### config.mk
export PLATFORM = sky130hd
export DESIGN_NAME = baccarat_fsm
export DESIGN_NICKNAME = d
export VERILOG_FILES = /design/src/rtl/baccarat_pkg.sv /design/src/rtl/baccarat_banker_rule.sv /design/src/rtl/baccarat_fsm.sv
export SDC_FILE = /design/constraint.sdc
export NUM_CORES = 1
export LEC_CHECK = 0
export ABC_AREA = 1
export CORE_AREA = 2 2 39 41
export DETAILED_ROUTE_END_ITERATION = 8
export DIE_AREA = 0 0 41 43
export GPL_TIMING_DRIVEN = 0
export PLACE_DENSITY = 0.71
export SETUP_SLACK_MARGIN = 0.15
export SLEW_MARGIN = 10
export SYNTH_ARGS = -nofsm -noshare
export SYNTH_HDL_FRONTEND = slang
export SYNTH_SLANG_ARGS = --single-unit
### constraint.sdc
create_clock -name slow_clock -period 2.55 [get_ports slow_clock]
set_input_delay 0.3825 -clock slow_clock [delete_from_list [all_inputs] [get_ports slow_clock]]
set_output_delay 0.3825 -clock slow_clock [all_outputs]
set_load 0.02 [all_outputs]
### src/rtl/baccarat_pkg.sv
// baccarat_pkg: shared state encoding, drawing-rule constants and card value helper
package baccarat_pkg;
  typedef enum logic [3:0] {
    S_P1, S_D1, S_P2, S_D2, S_EVAL, S_P3, S_EVAL3, S_D3, S_DONE
  } state_e;
  localparam int NATURAL_MIN = 8;
  localparam int PLAYER_STAND_MIN = 6;
  localparam int BANKER_STAND_MIN = 7;
  function automatic logic [3:0] card_value(input logic [3:0] card);
    return (card >= 4'd1 && card <= 4'd9) ? card : 4'd0;
  endfunction
endpackage

### src/rtl/baccarat_banker_rule.sv
// banker_rule: combinational banker third-card decision
// dscore: dealer two-card score; pcard3: raw player third card; banker_draw: dealer takes a third card
module banker_rule
  import baccarat_pkg::*;
#(
  parameter int CARD_W = 4,
  parameter int SCORE_W = 4
) (
  input  logic [SCORE_W-1:0] dscore,
  input  logic [CARD_W-1:0]  pcard3,
  output logic               banker_draw
);
  logic [3:0] v;
  assign v = card_value(pcard3);
  assign banker_draw = dscore <= SCORE_W'(2)                ? 1'b1 :
                       dscore >= SCORE_W'(BANKER_STAND_MIN) ? 1'b0 :
                       dscore == SCORE_W'(3)                ? v != 4'd8 :
                       dscore == SCORE_W'(4)                ? (v >= 4'd2 && v <= 4'd7) :
                       dscore == SCORE_W'(5)                ? (v >= 4'd4 && v <= 4'd7) :
                                                              (v >= 4'd6 && v <= 4'd7);
endmodule

### src/rtl/baccarat_fsm.sv
// baccarat_fsm: baccarat table control FSM, one state per slow_clock edge
// slow_clock/reset: step clock and async active-high reset; pscore/dscore/pcard3: datapath feedback
// load_*: one-hot card register load strobes; *_win_light: result lights, both lit on a tie
module baccarat_fsm
  import baccarat_pkg::*;
#(
  parameter int CARD_W = 4,
  parameter int SCORE_W = 4
) (
  input  logic               slow_clock,
  input  logic               reset,
  input  logic [SCORE_W-1:0] pscore,
  input  logic [SCORE_W-1:0] dscore,
  input  logic [CARD_W-1:0]  pcard3,
  output logic               load_pcard1,
  output logic               load_pcard2,
  output logic               load_pcard3,
  output logic               load_dcard1,
  output logic               load_dcard2,
  output logic               load_dcard3,
  output logic               player_win_light,
  output logic               dealer_win_light
);
  state_e state_q, state_d;
  logic banker_draw, natural, done;
  banker_rule #(.CARD_W(CARD_W), .SCORE_W(SCORE_W)) u_banker_rule (
    .dscore(dscore),
    .pcard3(pcard3),
    .banker_draw(banker_draw)
  );
  assign natural = pscore >= SCORE_W'(NATURAL_MIN) || dscore >= SCORE_W'(NATURAL_MIN);
  always_ff @(posedge slow_clock or posedge reset)
    if (reset) state_q <= S_P1;
    else state_q <= state_d;
  always_comb begin
    state_d = S_P1;
    case (state_q)
      S_P1:    state_d = S_D1;
      S_D1:    state_d = S_P2;
      S_P2:    state_d = S_D2;
      S_D2:    state_d = S_EVAL;
      // a standing player leaves the banker on the simple 0-5 draw rule
      S_EVAL:  state_d = natural ? S_DONE :
                         pscore < SCORE_W'(PLAYER_STAND_MIN) ? S_P3 :
                         dscore <= SCORE_W'(5) ? S_D3 : S_DONE;
      S_P3:    state_d = S_EVAL3;
      S_EVAL3: state_d = banker_draw ? S_D3 : S_DONE;
      S_D3:    state_d = S_DONE;
      S_DONE:  state_d = S_DONE;
      default: state_d = S_P1;
    endcase
  end
  assign done = state_q == S_DONE;
  assign load_pcard1 = state_q == S_P1;
  assign load_pcard2 = state_q == S_P2;
  assign load_pcard3 = state_q == S_P3;
  assign load_dcard1 = state_q == S_D1;
  assign load_dcard2 = state_q == S_D2;
  assign load_dcard3 = state_q == S_D3;
  assign player_win_light = done && pscore >= dscore;
  assign dealer_win_light = done && dscore >= pscore;
endmodule

==> results of run 1 <==
==> kinds of logic (layout without fill, tap and decap cells) <==
logic type / count (synthesis) / in the layout
flip-flops: 4 / 4
AND/OR/NAND/NOR: 47 / 47
adder cells (fa/ha/maj): 4 / 4
buffers and inverters: 16 / 40
AO/OA/AOI/OAI: 9 / 9
==> routing by layer <==
metal	vias up	GRT usage	wire (um)
li1	302	-	-
met1	254	0.181	490
met2	25	0.244	572
met3	0	0.0681	73
met4	0	0.0200	0
met5	-	0	0
==> worst max path at each step <==
| stage | to | cells past startpoint |
|---|---|---|
| finish | dealer_win_light | 9 |
| global route | player_win_light | 9 |
| CTS | dealer_win_light | 9 |
| detailed placement | player_win_light | 8 |
| global placement | player_win_light | 8 |
| floorplan | player_win_light | 7 |
==> cell usage after synthesis (all sizes together) <==
library cell,instances
a31o,1
a21oi,4
inv,16
nand3,9
nor3,3
o21ai,3
dfrtp,4
o211ai,1
nor2,13
or2,1
ha,4
nand4,1
nand2,20
==> power by group <==
group | switching, mW | internal (mW)
Combinational | 0.0323 | 0.0336
Clock | 0.0252 | 0.0526
Sequential | 0 | 0.0638
Total | 0.0575 | 0.150
==> critical path: stages <==
cell             delay, ns
clkdlybuf4s50_1       0.50
inv_1                 0.05
ha_1                  0.30
nand2_1               0.06
inv_1                 0.06
nand3_1               0.08
a31o_2                0.24
inv_1                 0.04
clkbuf_2              0.16
==> final cells by class <==
cell class              instances  area share
multi-input cells              60       0.445
well taps                      16      0.0275
clock buffers                   3      0.0309
inverters                      16      0.0825
flip-flops and latches          4       0.137
repair buffers                 21       0.277
==> through the flow <==
| stage | std cells | hold WS (ns) | setup slack [ns] | util | total power, mW |
|---|---|---|---|---|---|
| after CTS | 120 | 0.331 | 0.161 | 0.530 | 0.215 |
| after global placement | 117 | 0.572 | -0.150 | 0.514 | 0.133 |
| after floorplan | 80 | 0.149 | 0.796 | - | 0.0971 |
| final | 120 | 0.335 | 0.292 | 0.526 | 0.208 |
| after global routing | 120 | 0.335 | 0.193 | 0.526 | 0.228 |
| after detailed placement | 117 | 0.577 | -0.155 | 0.514 | 0.135 |
==> impl_summary.md, run 1 <==
Clocking
The number of setup buffers added after CTS is 0. Clock tree synthesis found a total of 4 sinks. TritonCTS built the clock tree. In this run, post-CTS hold repair placed 0 buffers. After clock tree synthesis, the repair step resized 7 gates. CTS built an H-tree with a depth of 1. The clock-pin slew reported for the worst setup and hold paths after clock tree synthesis is approximately 0.040 ns. The number of buffers added by the clock tree synthesis step is 3. The root buffer cell chosen for the clock tree is clkbuf_4. For the worst-skew pair, the clock arrives at the later sink with an insertion delay of 0.23 ns. The number of buffers on the longest clock path is 2.

Timing
Of the available clock period, the critical path in the final layout requires 0.886. The worst-margin pin slew is between 0.2 and 0.25 ns. The total count of hold-check failures in the final report was 0. The achievable frequency is between 400 and 500 MHz. The normalized max-slew margin is 0.847. The number of pins exceeding their max-slew limit in the final report is 0.

On the final layout, the worst clock skew is approximately 0.0047 ns. Setup violations remaining at the end of the flow were counted as 0. Setup repair after global routing left no endpoint under its margin. The worst path in the final design needs a cycle of approximately 2.3 ns, including I/O delays and setup. Summed over all failing endpoints, the final setup total negative slack is 0 ns.

Yosys
Of the post-synthesis cell area, the dominant cell type holds 0.208. The count of unique library cells instantiated by Yosys is 18. In this run the cell area of the synthesized design comes to 480 um2. After synthesis, the largest family of logic cells by area is simple AND/OR/NAND/NOR gates. Of the total synthesized cell area, the portion taken by XOR and XNOR cells is 0. The number of nets in the synthesized netlist is just under 100.

The complex-gate fraction of the synthesized area is 0.107. The multiplexer share of the synthesized area is 0. Synthesis produced 80 cells. In this run, synthesis produced a sequential element count of 4. For this run, the register share of the synthesized area comes to 0.208. The average cell area after synthesis is roughly 6 um2. By area the synthesized netlist is led by dfrtp_1, nand2_1, ha_1, inv_1, nor2_1. The adder-cell share of the synthesized area is 0.104.

For this run, the number of Yosys warnings is 0. Of all cell types, the one taking the most synthesized area is dfrtp_1. Of the total synthesized cell area, the portion taken by AND, OR, NAND and NOR gates is 0.456.

Worst setup path
The worst setup path is of the in -> out kind. The setup slack on the worst flop-to-flop path is around 1.5 ns. Of all nets on the critical path, the largest fanout is 3. The endpoint of the worst register-to-register path is state_q[3]. The origin of the critical flop-to-flop path is state_q[0]. The worst endpoint data arrival time is 1.88 ns. Data on the critical path is required at its endpoint by 2.17 ns.

The worst register-to-register path has a depth of 5. The type of element launching the critical path is a primary input. The worst setup path startpoint is pscore[3]. STA classifies the critical path endpoint as a primary output.

Job
The max-cap violation count is 0.

Power and ir drop
Power spread over the standard cell area amounts to about 290 nW/um2. The maximum VDD drop is around 0.21 mV. The standby leakage power is 0.390 nW.

GRT
Entering global routing, the biggest net connects 7 pins. The total overflow left after global routing is 0. The first-pass GRT wire length is about 1800 um. The overall track demand over capacity in global routing is 0.151. The number of global-route vias before repair was a little under 500. The initial antenna violation count is 0.

Cells and area
At the end of the flow, the number of nets in the layout was between 100 and 150. The register with the most flip-flops in the final layout is state_q. The fraction of final layout cells sized beyond drive strength 1 is 0.163. After filler insertion, the fill cell instance count of the layout stands at 159.

The total inserted antenna cells is 0. Compared with the post-synthesis result, the final layout area differs by 51.6%. In the layout the commonest cells are clkdlybuf4s50_1, nand2_1, inv_1. The area of the multi-input gates is between 300 and 400 um2.

The register with the most flip-flops in the layout has 4 of them. In the final layout, the registers with the most flip-flops are state_q (4). The leading cell type in the layout, fill and taps excluded is clkdlybuf4s50_1. The flip-flop and latch area is approximately 100 um2.

The finished cells cover between 700 and 800 um2.

Floorplan
The standard-cell row count is 14. The die is around 43 um tall. The initial core utilization is 0.347. The die extent in x is approximately 41 um. The core region area is approximately 1400 um2. The top-level I/O count is 22. The die area is 1760 um2.

Drt
The routed design has between 1000 and 1500 um of wire. The routed layout has between 500 and 600 vias. Before antenna repair, the detailed router went through 4 iterations. Using the TritonRoute via totals, the vias-per-cell ratio works out to around 4.8. The count of unresolved DRC violations after routing is 0. Dividing the detail-routed wire length by the instance count gives between 9 and 10 um. The DRC marker count from the first detailed-route iteration is 6. The detail route stage leaves a number of antenna-violating nets equal to 0.

Hold path
The type of the tightest min-delay check is in -> async.

Place
Summed over all nets, the half-perimeter wirelength after detailed placement is roughly 980 um. Routability-driven placement finished with a final weighted congestion of slightly below 0.7. Buffers placed on the I/O ports in this run total 21.

The standard cell area after detailed placement is 711 um2.

Status
The run finished with clean final reports.
Power figures use the tool's default switching activity.
==> run 2, diff against run 1 <==
CAP_MARGIN = 40   (was not set)
==> results of run 2 <==
Same layout as run 1: the final DEF is identical, and so are final timing and power.
==> run 3, diff against run 2 <==
CORE_AREA = not set   (was 2 2 39 41)
CORE_UTILIZATION = 35   (was not set)
DIE_AREA = not set   (was 0 0 41 43)
PLACE_DENSITY = 0.72   (was 0.71)
clock period = 2 ns   (was 2.55 ns; I/O delays follow)
==> impl_summary.md, run 3 (synthesized netlist as in run 1, its figures left out) <==
GRT
The first-pass GRT wire length is around 1800 um. The initial antenna violation count is 0. The overall track demand over capacity in global routing is 0.179. The number of global-route vias before repair was ~460. The met2 layer usage reported by global route is 0.254. In this run the most used layer during global routing was met2. In the global route stage, met3 resource usage came out at 0.0347. The pin count of the biggest net entering global routing is 7. The global routing usage on met1 is 0.246.

Summed over all layers, the global routing overflow is 0.

Job
Max-cap violations in this run came to 0.

Worst setup path
The worst setup path startpoint is dscore[3]. Setup slack on the worst reg-to-reg path comes out at between 0.9 and 1 ns. The depth of the worst register-to-register path is 5. Along the worst path, the maximum fanout reaches 6. The kind of critical path is in -> out. In this run the worst setup path terminates at dealer_win_light. The origin of the critical flop-to-flop path is state_q[0]. Data on the critical path arrives at its endpoint at around 1.5 ns. The endpoint of the worst register-to-register path is state_q[3]. The worst setup path is launched from a primary input. The element type at the critical path end is a primary output.

STA puts the critical path data required time at 1.70 ns.

Clocking
The tree is rooted in a clkbuf_4. The clock-pin slew reported for the worst setup and hold paths after clock tree synthesis is about 0.040 ns. The maximum level of the CTS H-tree is 1. The CTS tree is yes.

The hold buffer count at cts is 0. The tree built by TritonCTS fans out to 4 sinks. The number of buffers added by the clock tree synthesis step is 3. The clock network latency to the later pin of the worst-skew pair is around 0.23 ns. Counting along the longest clock path gives a buffer depth of 2.

Drt
In this run, the number of DRC markers left after iteration 0 of detailed routing was 11. The count of unresolved DRC violations after routing is 0. The remaining antenna violation count after routing is 0. The count of TritonRoute iterations in the first routing pass is 4. The overall routed net length is 1180 um.

The average via count per standard cell is approximately 4.7. The routed layout has 554 vias. The average wire per standard cell is ~10 um.

Power and ir drop
For this design the total switching power over the nets is 0.0761 mW. The worst-case IR drop observed on VDD is roughly 0.24 mV. The share of total power dissipated in sequential elements is 0.298. The analysis attributes to cell leakage a power of ~0.43 nW.

Overall power consumption after layout is estimated at about 0.27 mW. The power density normalized to cell area is roughly 360 nW/um2. The share of total power dissipated in the clock network is 0.347.

Of the total power, the share spent switching nets is 0.279. The internal power component is roughly 0.2 mW. The share of total power dissipated in combinational logic is 0.355.

Timing
The achievable frequency is approximately 550 MHz. The final critical path time including I/O delays and setup is between 1.5 and 2 ns. Headroom to the max-slew limit came out at 0.834.

The worst-margin pin slew is about 0.25 ns. Dividing the final minimum period by the clock period gives 0.902. The number of pins exceeding their max-slew limit in the final report is 0. The total count of hold-check failures in the final report is 0. Hold is met by between 0.2 and 0.25 ns.

Clock skew on the completed layout was measured at about 0.0026 ns. Setup repair after global routing could not meet its margin everywhere. The total setup violations reported at the end of the flow is 0.

Cells and area
At the end of the flow, the number of nets in the layout was roughly 120. The final-layout fill cell count is 126. The area of the multi-input gates is 358 um2. The register with the most flip-flops in the layout has 4 of them.

The fraction of final layout cells sized beyond drive strength 1 is 0.231. The largest registers in the layout are state_q (4). The library cells used most frequently in the layout, excluding fill and tap cells, are nand2_1, nor2_1, inv_1, dlygate4sd2_1, nand3_1. The area added between synthesis and finish is 56.2%. The total inserted antenna cells is 0. Leaving out fill and tap cells, the most frequent cell in the layout is nand2_1. The flip-flop and latch area is about 100 um2. The most flop-heavy register is state_q.

Place
At the end of routability-driven placement, the weighted congestion stood at 0.890. The wire-length estimate of the detail-placed layout is 934 um. Input and output buffers added on the ports amount to 21.

Hold path
The type of the tightest min-delay check is in -> async.

Floorplan
The top-level I/O count is 22. In this run the vertical extent of the chip is between 30 and 40 um. Measured along the x axis, the die boundary spans between 30 and 40 um. The floorplan has 12 rows. For this configuration, the core starts out at a cell density of 0.405. The core region area is about 1200 um2.

The die area is around 1500 um2.

Status
The flow ran to the end, and the final reports show no timing, DRC or antenna violations.
## run 3: power groups by stage
stage | Sequential (mW) | Clock, mW | Combinational (mW)
after global routing | 0.0814 | 0.107 | 0.108
after CTS | 0.0814 | 0.101 | 0.0916
after detailed placement | 0.0824 | 0 | 0.0889
final | 0.0814 | 0.0947 | 0.0970
after floorplan | 0.0824 | 0 | 0.0414
after global placement | 0.0824 | 0 | 0.0882
## run 3: layout make-up
type / instances / share of cell area
sequential: 4 / 0.133
multi-input combinational: 60 / 0.477
timing repair buffer: 21 / 0.257
tap: 14 / 0.0233
clock buffer: 3 / 0.0300
inverter: 16 / 0.0800
## run 3: layer usage
metal,vias up,share of wire
met5,-,0
li1,303,-
met2,11,0.47
met3,0,0.030
met1,240,0.50
met4,0,0
## run 3: worst max-delay path: stages
cell and delay, ns:
dlygate4sd2_1 0.31, ha_4 0.30, nand2_1 0.06, inv_2 0.07
o21ai_2 0.07, a31o_2 0.23, inv_1 0.06, buf_6 0.11
## run 3: worst min-delay path by stage
stage                     start    endpoint  slack [ns]  cells after the start
after floorplan           reset  state_q[0]        0.07                      1
after global placement    reset  state_q[3]        0.49                      2
after detailed placement  reset  state_q[3]        0.49                      2
after CTS                 reset  state_q[3]        0.24                      2
after global routing      reset  state_q[3]        0.26                      2
final                     reset  state_q[3]        0.24                      2
## run 3: stage by stage
| step | cell area, um2 | worst slack (ns) | util | std cells | setup TNS, ns |
|---|---|---|---|---|---|
| after floorplan | 480 | 0.411 | - | 80 | 0 |
| after global placement | 708 | -0.576 | 0.597 | 115 | -1.13 |
| after detailed placement | 708 | -0.590 | 0.597 | 115 | -1.15 |
| after CTS | 736 | 0.162 | 0.620 | 118 | 0 |
| after global routing | 751 | 0.122 | 0.633 | 118 | 0 |
| final | 751 | 0.195 | 0.633 | 118 | 0 |
## run 3: repair_timing
action,CTS,global route
resized for setup,29,5
pin swaps,4,0
endpoints found under the setup margin,7,3
buffers inserted,0,0
